### src/rtl/rooth_test_monitor_pkg.sv
// Shared types and default register indices for the rooth self-check monitor.
package rooth_test_monitor_pkg;

  typedef enum logic [2:0] {
    S_IDLE     = 3'd0,
    S_CORE_RST = 3'd1,
    S_RUN      = 3'd2,
    S_SETTLE   = 3'd3,
    S_REPORT   = 3'd4
  } state_t;

  localparam int DEF_CPU_WIDTH = 32;
  localparam int DEF_DONE_REG  = 26;
  localparam int DEF_PASS_REG  = 27;
  localparam int DEF_TNUM_REG  = 3;

endpackage

### src/rtl/rooth_sig_snoop.sv
// Register-file write snooper: signature shadows and done-event detection.
module rooth_sig_snoop
  import rooth_test_monitor_pkg::*;
#(
  parameter int CPU_WIDTH = DEF_CPU_WIDTH,
  parameter int DONE_REG  = DEF_DONE_REG,
  parameter int PASS_REG  = DEF_PASS_REG,
  parameter int TNUM_REG  = DEF_TNUM_REG
) (
  input  logic                 clk,
  input  logic                 rst,
  input  logic                 clr,
  input  logic                 en,
  input  logic                 wen,
  input  logic [4:0]           waddr,
  input  logic [CPU_WIDTH-1:0] wdata,
  output logic [CPU_WIDTH-1:0] tnum,
  output logic                 pass_flag,
  output logic                 done_evt
);

  localparam logic [4:0] DONE_A = 5'(DONE_REG);
  localparam logic [4:0] PASS_A = 5'(PASS_REG);
  localparam logic [4:0] TNUM_A = 5'(TNUM_REG);
  localparam logic [CPU_WIDTH-1:0] ONE = CPU_WIDTH'(1);

  logic                 hit;
  logic [CPU_WIDTH-1:0] tnum_q;
  logic [CPU_WIDTH-1:0] pass_q;
  logic [CPU_WIDTH-1:0] pass_nxt;

  assign hit = en && wen && (waddr != 5'd0);

  // Shadows forward the current write so a same-cycle update is visible.
  assign tnum     = (hit && waddr == TNUM_A) ? wdata : tnum_q;
  assign pass_nxt = (hit && waddr == PASS_A) ? wdata : pass_q;

  assign pass_flag = (pass_nxt == ONE);
  assign done_evt  = hit && (waddr == DONE_A) && (wdata == ONE);

  always_ff @(posedge clk or posedge rst) begin
    if (rst) begin
      tnum_q <= '0;
      pass_q <= '0;
    end else if (clr) begin
      tnum_q <= '0;
      pass_q <= '0;
    end else begin
      tnum_q <= tnum;
      pass_q <= pass_nxt;
    end
  end

endmodule

### src/rtl/rooth_test_monitor.sv
// Test sequencer: core reset, run, signature capture and verdict reporting.
module rooth_test_monitor
  import rooth_test_monitor_pkg::*;
#(
  parameter int CPU_WIDTH      = DEF_CPU_WIDTH,
  parameter int DONE_REG       = DEF_DONE_REG,
  parameter int PASS_REG       = DEF_PASS_REG,
  parameter int TNUM_REG       = DEF_TNUM_REG,
  parameter int RST_CYCLES     = 2,
  parameter int SETTLE_CYCLES  = 1,
  parameter int TIMEOUT_CYCLES = 50000,
  parameter int CNT_WIDTH      = 16,
  parameter int ID_WIDTH       = 8
) (
  input  logic                 clk,
  input  logic                 rst,
  input  logic                 start_i,
  input  logic [ID_WIDTH-1:0]  test_id_i,
  input  logic                 reg_wen_i,
  input  logic [4:0]           reg_waddr_i,
  input  logic [CPU_WIDTH-1:0] reg_wdata_i,
  output logic                 core_rst_o,
  output logic                 busy_o,
  output logic                 done_o,
  output logic                 pass_o,
  output logic                 fail_o,
  output logic                 timeout_o,
  output logic [ID_WIDTH-1:0]  test_id_o,
  output logic [CPU_WIDTH-1:0] fail_tnum_o,
  output logic [CNT_WIDTH-1:0] cycles_o,
  output logic [CNT_WIDTH-1:0] pass_cnt_o,
  output logic [CNT_WIDTH-1:0] fail_cnt_o,
  output logic [CNT_WIDTH-1:0] tmo_cnt_o
);

  localparam int TW   = $clog2(TIMEOUT_CYCLES + 1);
  localparam int XW   = (TW > CNT_WIDTH) ? TW : CNT_WIDTH;
  localparam int PMAX = (RST_CYCLES > SETTLE_CYCLES) ?
                        RST_CYCLES : SETTLE_CYCLES;
  localparam int PW   = $clog2(PMAX + 1);

  localparam logic [XW-1:0] CNT_MAX  = XW'({CNT_WIDTH{1'b1}});
  localparam logic [XW-1:0] TMO_LAST = XW'(TIMEOUT_CYCLES - 1);
  localparam logic [XW-1:0] TMO_VAL  = XW'(TIMEOUT_CYCLES);
  localparam logic [PW-1:0] RST_LAST = PW'(RST_CYCLES - 1);
  localparam logic [PW-1:0] STL_LAST = PW'(SETTLE_CYCLES - 1);

  state_t               state;
  logic [PW-1:0]        ph_cnt;
  logic [XW-1:0]        run_cnt;
  logic [CPU_WIDTH-1:0] tnum;
  logic                 pass_flag;
  logic                 done_evt;
  logic                 snoop_clr;
  logic                 snoop_en;

  function automatic logic [CNT_WIDTH-1:0] sat(input logic [XW-1:0] v);
    return (v > CNT_MAX) ? CNT_MAX[CNT_WIDTH-1:0] : v[CNT_WIDTH-1:0];
  endfunction

  function automatic logic [CNT_WIDTH-1:0] inc_sat(
    input logic [CNT_WIDTH-1:0] v
  );
    return (&v) ? v : v + CNT_WIDTH'(1);
  endfunction

  assign snoop_clr = (state == S_IDLE) && start_i;
  assign snoop_en  = (state == S_RUN) || (state == S_SETTLE);
  assign busy_o    = (state != S_IDLE);

  rooth_sig_snoop #(
    .CPU_WIDTH (CPU_WIDTH),
    .DONE_REG  (DONE_REG),
    .PASS_REG  (PASS_REG),
    .TNUM_REG  (TNUM_REG)
  ) u_snoop (
    .clk       (clk),
    .rst       (rst),
    .clr       (snoop_clr),
    .en        (snoop_en),
    .wen       (reg_wen_i),
    .waddr     (reg_waddr_i),
    .wdata     (reg_wdata_i),
    .tnum      (tnum),
    .pass_flag (pass_flag),
    .done_evt  (done_evt)
  );

  always_ff @(posedge clk or posedge rst) begin
    if (rst) begin
      state       <= S_IDLE;
      ph_cnt      <= '0;
      run_cnt     <= '0;
      core_rst_o  <= 1'b1;
      done_o      <= 1'b0;
      pass_o      <= 1'b0;
      fail_o      <= 1'b0;
      timeout_o   <= 1'b0;
      test_id_o   <= '0;
      fail_tnum_o <= '0;
      cycles_o    <= '0;
      pass_cnt_o  <= '0;
      fail_cnt_o  <= '0;
      tmo_cnt_o   <= '0;
    end else begin
      done_o <= 1'b0;
      unique case (state)
        S_IDLE: begin
          if (start_i) begin
            state     <= S_CORE_RST;
            ph_cnt    <= '0;
            test_id_o <= test_id_i;
            pass_o    <= 1'b0;
            fail_o    <= 1'b0;
            timeout_o <= 1'b0;
          end
        end
        S_CORE_RST: begin
          if (ph_cnt == RST_LAST) begin
            state      <= S_RUN;
            core_rst_o <= 1'b0;
            run_cnt    <= '0;
          end else begin
            ph_cnt <= ph_cnt + PW'(1);
          end
        end
        S_RUN: begin
          // A done write on the timeout boundary still counts as done.
          if (done_evt) begin
            state    <= S_SETTLE;
            ph_cnt   <= '0;
            cycles_o <= sat(run_cnt);
          end else if (run_cnt == TMO_LAST) begin
            state       <= S_REPORT;
            core_rst_o  <= 1'b1;
            done_o      <= 1'b1;
            timeout_o   <= 1'b1;
            fail_tnum_o <= tnum;
            cycles_o    <= sat(TMO_VAL);
            tmo_cnt_o   <= inc_sat(tmo_cnt_o);
          end else begin
            run_cnt <= run_cnt + XW'(1);
          end
        end
        S_SETTLE: begin
          if (ph_cnt == STL_LAST) begin
            state       <= S_REPORT;
            core_rst_o  <= 1'b1;
            done_o      <= 1'b1;
            pass_o      <= pass_flag;
            fail_o      <= !pass_flag;
            fail_tnum_o <= tnum;
            if (pass_flag) pass_cnt_o <= inc_sat(pass_cnt_o);
            else           fail_cnt_o <= inc_sat(fail_cnt_o);
          end else begin
            ph_cnt <= ph_cnt + PW'(1);
          end
        end
        S_REPORT: state <= S_IDLE;
        default:  state <= S_IDLE;
      endcase
    end
  end

endmodule

### config.mk
export PLATFORM = sky130hd
export DESIGN_NAME = rooth_test_monitor
export DESIGN_NICKNAME = d
export VERILOG_FILES = /design/src/rtl/rooth_test_monitor_pkg.sv /design/src/rtl/rooth_sig_snoop.sv /design/src/rtl/rooth_test_monitor.sv
export SDC_FILE = /design/constraint.sdc
export NUM_CORES = 1
export LEC_CHECK = 0
export ABC_AREA = 1
export ABC_CLOCK_PERIOD_IN_PS = 13500
export CAP_MARGIN = 10
export CORE_ASPECT_RATIO = 0.7
export CORE_MARGIN = 2
export CORE_UTILIZATION = 50
export DETAILED_ROUTE_END_ITERATION = 16
export PLACE_DENSITY = 0.71
export REMOVE_ABC_BUFFERS = 1
export SLEW_MARGIN = 20
export SYNTH_ARGS = -nofsm -noshare
export SYNTH_HDL_FRONTEND = slang
export SYNTH_SLANG_ARGS = --single-unit
export TNS_END_PERCENT = 50
### constraint.sdc
create_clock -name clk -period 13.5 [get_ports clk]
set_clock_uncertainty 0.1 [all_clocks]
set_input_delay 2.025 -clock clk [delete_from_list [all_inputs] [get_ports clk]]
set_output_delay 2.025 -clock clk [all_outputs]
set_load 0.005 [all_outputs]
After elaboration in Yosys (flattened, before gate mapping)

Index checks and enable logic that the tools add are counted.
W data, S select, Z words.

Add/subtract/negate cells: 5
Multiply operators: 0
Divide/modulo/power cells: 0
$lt $le $gt $ge: 1
Eq/ne operators: 20
Shifts and indexed selects: 0
Mux-type cells: 41
Bitwise operators: 5
Reductions and logical operators: 35

Operator list:

| operator                | number |
|---|---|
| $mux W32                | 7 |
| $mux W16                | 6 |
| $add A16 B1 Y16 const B | 4 |
| $eq A32 B1 Y1 const B   | 2 |
| $pmux W32 S2            | 1 |
| $reduce_and A16 Y1      | 3 |
| $pmux W16 S2            | 1 |
| $reduce_and A4 Y1       | 7 |
| $eq A16 B16 Y1 const B  | 1 |
| $gt A16 B16 Y1 const B  | 1 |
| $mux W3                 | 5 |
| $ne A2 B2 Y1 const B    | 7 |
| $pmux W3 S4             | 1 |
| $eq A5 B5 Y1 const B    | 2 |
| $mux W1                 | 10 |
| $reduce_and A5 Y1       | 2 |
| $reduce_bool A2 Y1      | 5 |
| $mux W2                 | 4 |
| $pmux W1 S2             | 4 |
| $pmux W2 S4             | 1 |
| $logic_and A1 B1 Y1     | 7 |
| $eq A3 B2 Y1 const B    | 2 |
| $reduce_bool A3 Y1      | 2 |
| $eq A5 B2 Y1 const B    | 1 |
| 15 further kinds        | 21 |

Flip-flop bits (word level): 194
Latch bits: 0
RAM bits: 0
Bits in read-only memories: 0
Input bits: 49
Output and inout port bits: 110
Logic and storage cells: 123
Memories: 0

Longest topological paths before layout

Depth after elaboration: 10
Mapped depth: 17
Gate-level depth less buffers: 16

Hierarchy

Synthesis repeated with hierarchy kept, for this count alone.

Cells, all modules: 1,309
Area total of the unflattened synthesis: 9,920.8 µm²

By module, submodules not included:

| module             | times used | cells each | area each (µm²) | sequential area each (µm²) |
|---|---|---|---|---|
| rooth_test_monitor | 1          | 881        | 6,780.3         | 3,254.4 |
| rooth_sig_snoop    | 1          | 428        | 3,140.5         | 1,601.5 |

Worst setup path after synthesis

No wires, ideal clock.

Kind: input to register
From: in reg_waddr_i[4]
To: reg pass_cnt_o[6]
Library setup time: 119 ps
Data arrival time: 3,685 ps
Required time: 13,281 ps
Path slack: 9,597 ps
Cell stages on the path: 14
Path buffers: 2
Cells stage by stage: nor2_1 nand3_1 nand4_4 clkbuf_1 nand2_1 nand2_1 nand2_1 nor2_1 nand3_1 nor2_4 nand4_2 buf_2 nand2_1 nand2_1

Word-level cells in the longest chain between the ends: 6
Elaborated cells between the ends (all ways): 7
Classes of those cells: 2 x eq/ne; 1 x mux; 4 x reduce/logical

Ends and longest elaborated chain:

| element                                | RTL line                  | RTL |
|---|---|---|
| start, declared                        | rooth_test_monitor.sv:20  | `input logic [4:0] reg_waddr_i,` |
| $reduce_bool A5 Y1                     | rooth_sig_snoop.sv:32     | `assign hit = en && wen && (waddr != 5'd0);` |
| $logic_and A1 B1 Y1                    | rooth_sig_snoop.sv:32     |  |
| $logic_and A1 B1 Y1 (*)                | rooth_sig_snoop.sv:36     | `assign pass_nxt = (hit && waddr == PASS_A) ? wdata : pass_q;` |
| $mux W32 (*)                           | rooth_sig_snoop.sv:36     |  |
| $eq A32 B1 Y1 (*)                      | rooth_sig_snoop.sv:38     | `assign pass_flag = (pass_nxt == ONE);` |
| $reduce_and A4 Y1 (no source line) (*) | --                        |  |
| end signal, assigned                   | rooth_test_monitor.sv:153 | `if (pass_flag) pass_cnt_o <= inc_sat(pass_cnt_o);` |
| end, declared                          | rooth_test_monitor.sv:31  | `output logic [CNT_WIDTH-1:0] pass_cnt_o,` |

Every way passes the cells marked *; elsewhere a longest branch is shown, timed or not.
A chain may end at the register's enable or synchronous reset.

Worst setup path after layout

From: in reg_waddr_i[3]
To: reg pass_cnt_o[12]

The elaborated chain is that of the path after synthesis.

==> impl_metrics.csv <==
group,metric,value,unit
finish,stdcell_count,1701,
critical_path,crit_path_end_kind,"flop",
clock_network,htreeDepth,4,
detailed_routing,dr.pass1.iters,7,
placement,dp_cells,1669,
critical_path,critPathSlowestCell,"nor2_4",
critical_path,crit_path_max_fanout,45,
detailed_routing,wl_per_cell,15.1,um
synth,synth_most_common_cell,"nand2_1",
clock_network,clock-root-buffer,"clkbuf_16",
synth,synthTopCellsByArea,"dfrtp_1 (48%), nand2_1 (13%), nor2_1 (6.4%)",
detailed_routing,drc,0,
clock_network,clock_sinks,194,
timing,slew_violations,0,
finish,drive_gt1_share,3.98,%
power,irDropWorstVdd,0.0794,mV
finish,n_antenna_cell,0,
power,powerDensity,136,mW/mm^2
synth,synthCells,1288,
detailed_routing,drtIter0Drc,916,
timing,period_share,41.8,%
critical_path,arrival,5.91,ns
detailed_routing,avgViaCountPerCell,5.28,
critical_path,worstPathCellList,"clkdlybuf4s50_1 -> nand3_1 -> nor2_4 -> nand4_4 -> nand2_1 -> nand2_1 -> nor2_1 -> nand2_1 -> nor2_1 -> nand2_1 -> nor2_1 -> nand4_1 -> nand2_1",
placement,place_congestion,0.930,
critical_path,critPathBufInv,1,
synth,synthesis.area,0.0100,mm^2
grt,grt_max_degree,118,
clock_network,clk_latency,0.44,ns
grt,grt_pass1_vias,8289,
synth,synth_edf_count,0,
synth,synthArstFlopShare,100,%
clock_network,path_clk_slew,0.07,ns
synth,synth_top_cell_by_area,"dfrtp_1",
synth,yosys_register_bits,194,
finish,nets,1473,
critical_path,crit_path_frequent_cell,"nand2_1",
clock_network,cts_tree,"yes",
job,max_cap_viol_count,0,
clock_network,cts_buffers,17,
placement,port-buffer-count,158,
synth,ys_seq_area_share,48.5,%
finish,area_growth,23.5,%
timing,worst_pin_slew,1.02,ns
synth,yosys_warnings,0,
timing,hold_viol_final,0,
critical_path,critical-path-max-stage-delay,0.80,ns
hold_path,hold_class,"reg2reg",
timing,setup_ws,7.86,ns
die,dieHeight,122,um
grt,antenna_found_initial,0,
timing,maxSlewHeadroom,32.0,%
critical_path,worstSetupStartpointType,"input pin",
grt,grt_use_total,25.0,%
critical_path,critPathTopFamily,"simple AND/OR/NAND/NOR gates",
status,status,"finished clean",
die,start_util,50.7,%
clock_network,cts.path.max_buffers,2,
timing,fmax,177,MHz
clock_network,postCtsSetupBuffers,0,
power,p_leak,6.10,nW
grt,grt_first_pass_wirelength,42500,um
die,dieArea,0.0212,mm^2
die,core.rowCount,43,
synth,yosys.area.top_type_share,48.2,%
detailed_routing,final_antenna_net_count,0,
grt,grt.overflow.total,0,
timing,setup_violations,0,
synth,syn_avg_cell_area,7.77,um^2
timing,tns,0,ns
critical_path,critical_path_class,"in2reg",
synth,synthDistinctLibCells,41,
die,core_area,0.0197,mm^2
clock_network,cts_resized,0,
timing,period_needed,5.64,ns
critical_path,cp.required,13.77,ns
placement,dpl.hpwl,18000,um
placement,pre_cts_ws,7.45,ns
die,die_w,173,um
die,io_pins,159,
detailed_routing,routed_wirelength,25700,um
timing,grt_setup_unrepaired,"false",
clock_network,cts_hold_buf,0,
synth,ys.flop_type,"dfrtp_1",
synth,ys_top_cells_by_count,"nand2_1 (357), dfrtp_1 (193), nor2_1 (171)",
finish,fill_cells,1766,
detailed_routing,vias,8973,
==> metal layers <==
metal	GRT usage, %	part of all wire [%]	vias up	wire length, um
li1	-	-	4398	-
met1	37.8	50	4261	12900
met2	35.8	42	281	10700
met3	5.17	6.3	33	1610
met4	8.00	1.9	0	480
met5	0	0	-	0
==> placed cells by master, fill, tap and decap left out, types with 3 or more instances in the layout <==
master and count:
nor4_1 19, inv_1 134, xor2_1 36, inv_2 4, inv_8 3, inv_6 3
nor3b_1 3, clkdlybuf4s50_1 158, nor2_1 171, o21ai_1 8, dfrtp_1 193, nand4_1 54
nand2_4 4, ha_1 6, mux2i_1 8, bufinv_16 4, xnor2_1 12, nor2_4 3
nand2_1 356, nand3_1 86, clkbuf_16 17, o31ai_1 5, nor3_1 15, o21ai_0 57
nand3b_1 9, buf_4 4, a21oi_1 35
==> state kept, by name, summed over array words and instances, names as in the netlist <==
name            flops
timeout_o           1
test_id_o           8
pass_o              1
fail_tnum_o        32
fail_o              1
u_snoop.tnum_q     32
cycles_o           16
done_o              1
fail_cnt_o         16
run_cnt            16
core_rst_o          1
state               3
u_snoop.pass_q     32
tmo_cnt_o          16
ph_cnt              2
pass_cnt_o         16
==> where the power goes <==
group          switching [mW]  total (mW)  internal [mW]  leakage [nW]
combinational           0.295       0.457          0.163          3.20
clock                   0.233       0.548          0.315         0.302
sequential             0.0387       0.680          0.641          2.60
total                   0.567        1.69           1.12          6.10
==> through the flow <==
step           instance area, um^2  hold WS [ns]  power, mW  util (%)
5_1_grt                      12400         0.390       1.78      62.6
6_report                     12400         0.367       1.69      62.6
3_5_place_dp                 11700         0.361       1.14      59.4
4_1_cts                      12400         0.372       1.69      62.6
2_1_floorplan                 9760         0.351      0.960         -
3_3_place_gp                 11700         0.357       1.14      59.4
==> tightest hold or removal path, cell delays in order (launching register included) <==
cell	delay, ns
dfstp_2	0.37
nand2_1	0.05
nand2_1	0.05
==> logic make-up (layout without fill, tap and decap cells) <==
kind of cell    count (synthesis)  in the layout  synth area share (%)
buf+inv                       191            334                  7.75
compound gates                110            110                  5.81
simple gates                  731            731                  32.2
xor+xnor                       48             48                  4.20
fa+ha+maj                       6              6                 0.750
mux                             8              8                 0.800
flops                         194            194                  48.5
==> worst paths after layout <==
path / to / slack (ns) / start / cells after the start
setup / recovery: pass_cnt_o[12] / 7.86 / reg_waddr_i[3] / 13
hold / removal: core_rst_o / 0.37 / core_rst_o / 2
setup reg to reg: pass_cnt_o[12] / 10.14 / state[0] / 15
hold reg to reg: core_rst_o / 0.37 / core_rst_o / 2
max in group asynchronous: u_snoop.pass_q[10] / 9.85 / rst / 3
min in group asynchronous: fail_cnt_o[4] / 2.01 / rst / 2
==> cell type report <==
class / count / area [um^2] / share of cell area, %
Sequential cell: 194 / 4860 / 39.3
Multi-Input combinational cell: 903 / 4400 / 35.6
Timing Repair Buffer: 162 / 1610 / 13.0
Inverter: 140 / 533 / 4.31
Clock buffer: 19 / 433 / 3.50
Tap cell: 270 / 338 / 2.73
Clock inverter: 13 / 198 / 1.60
Power figures use the tool's default switching activity.
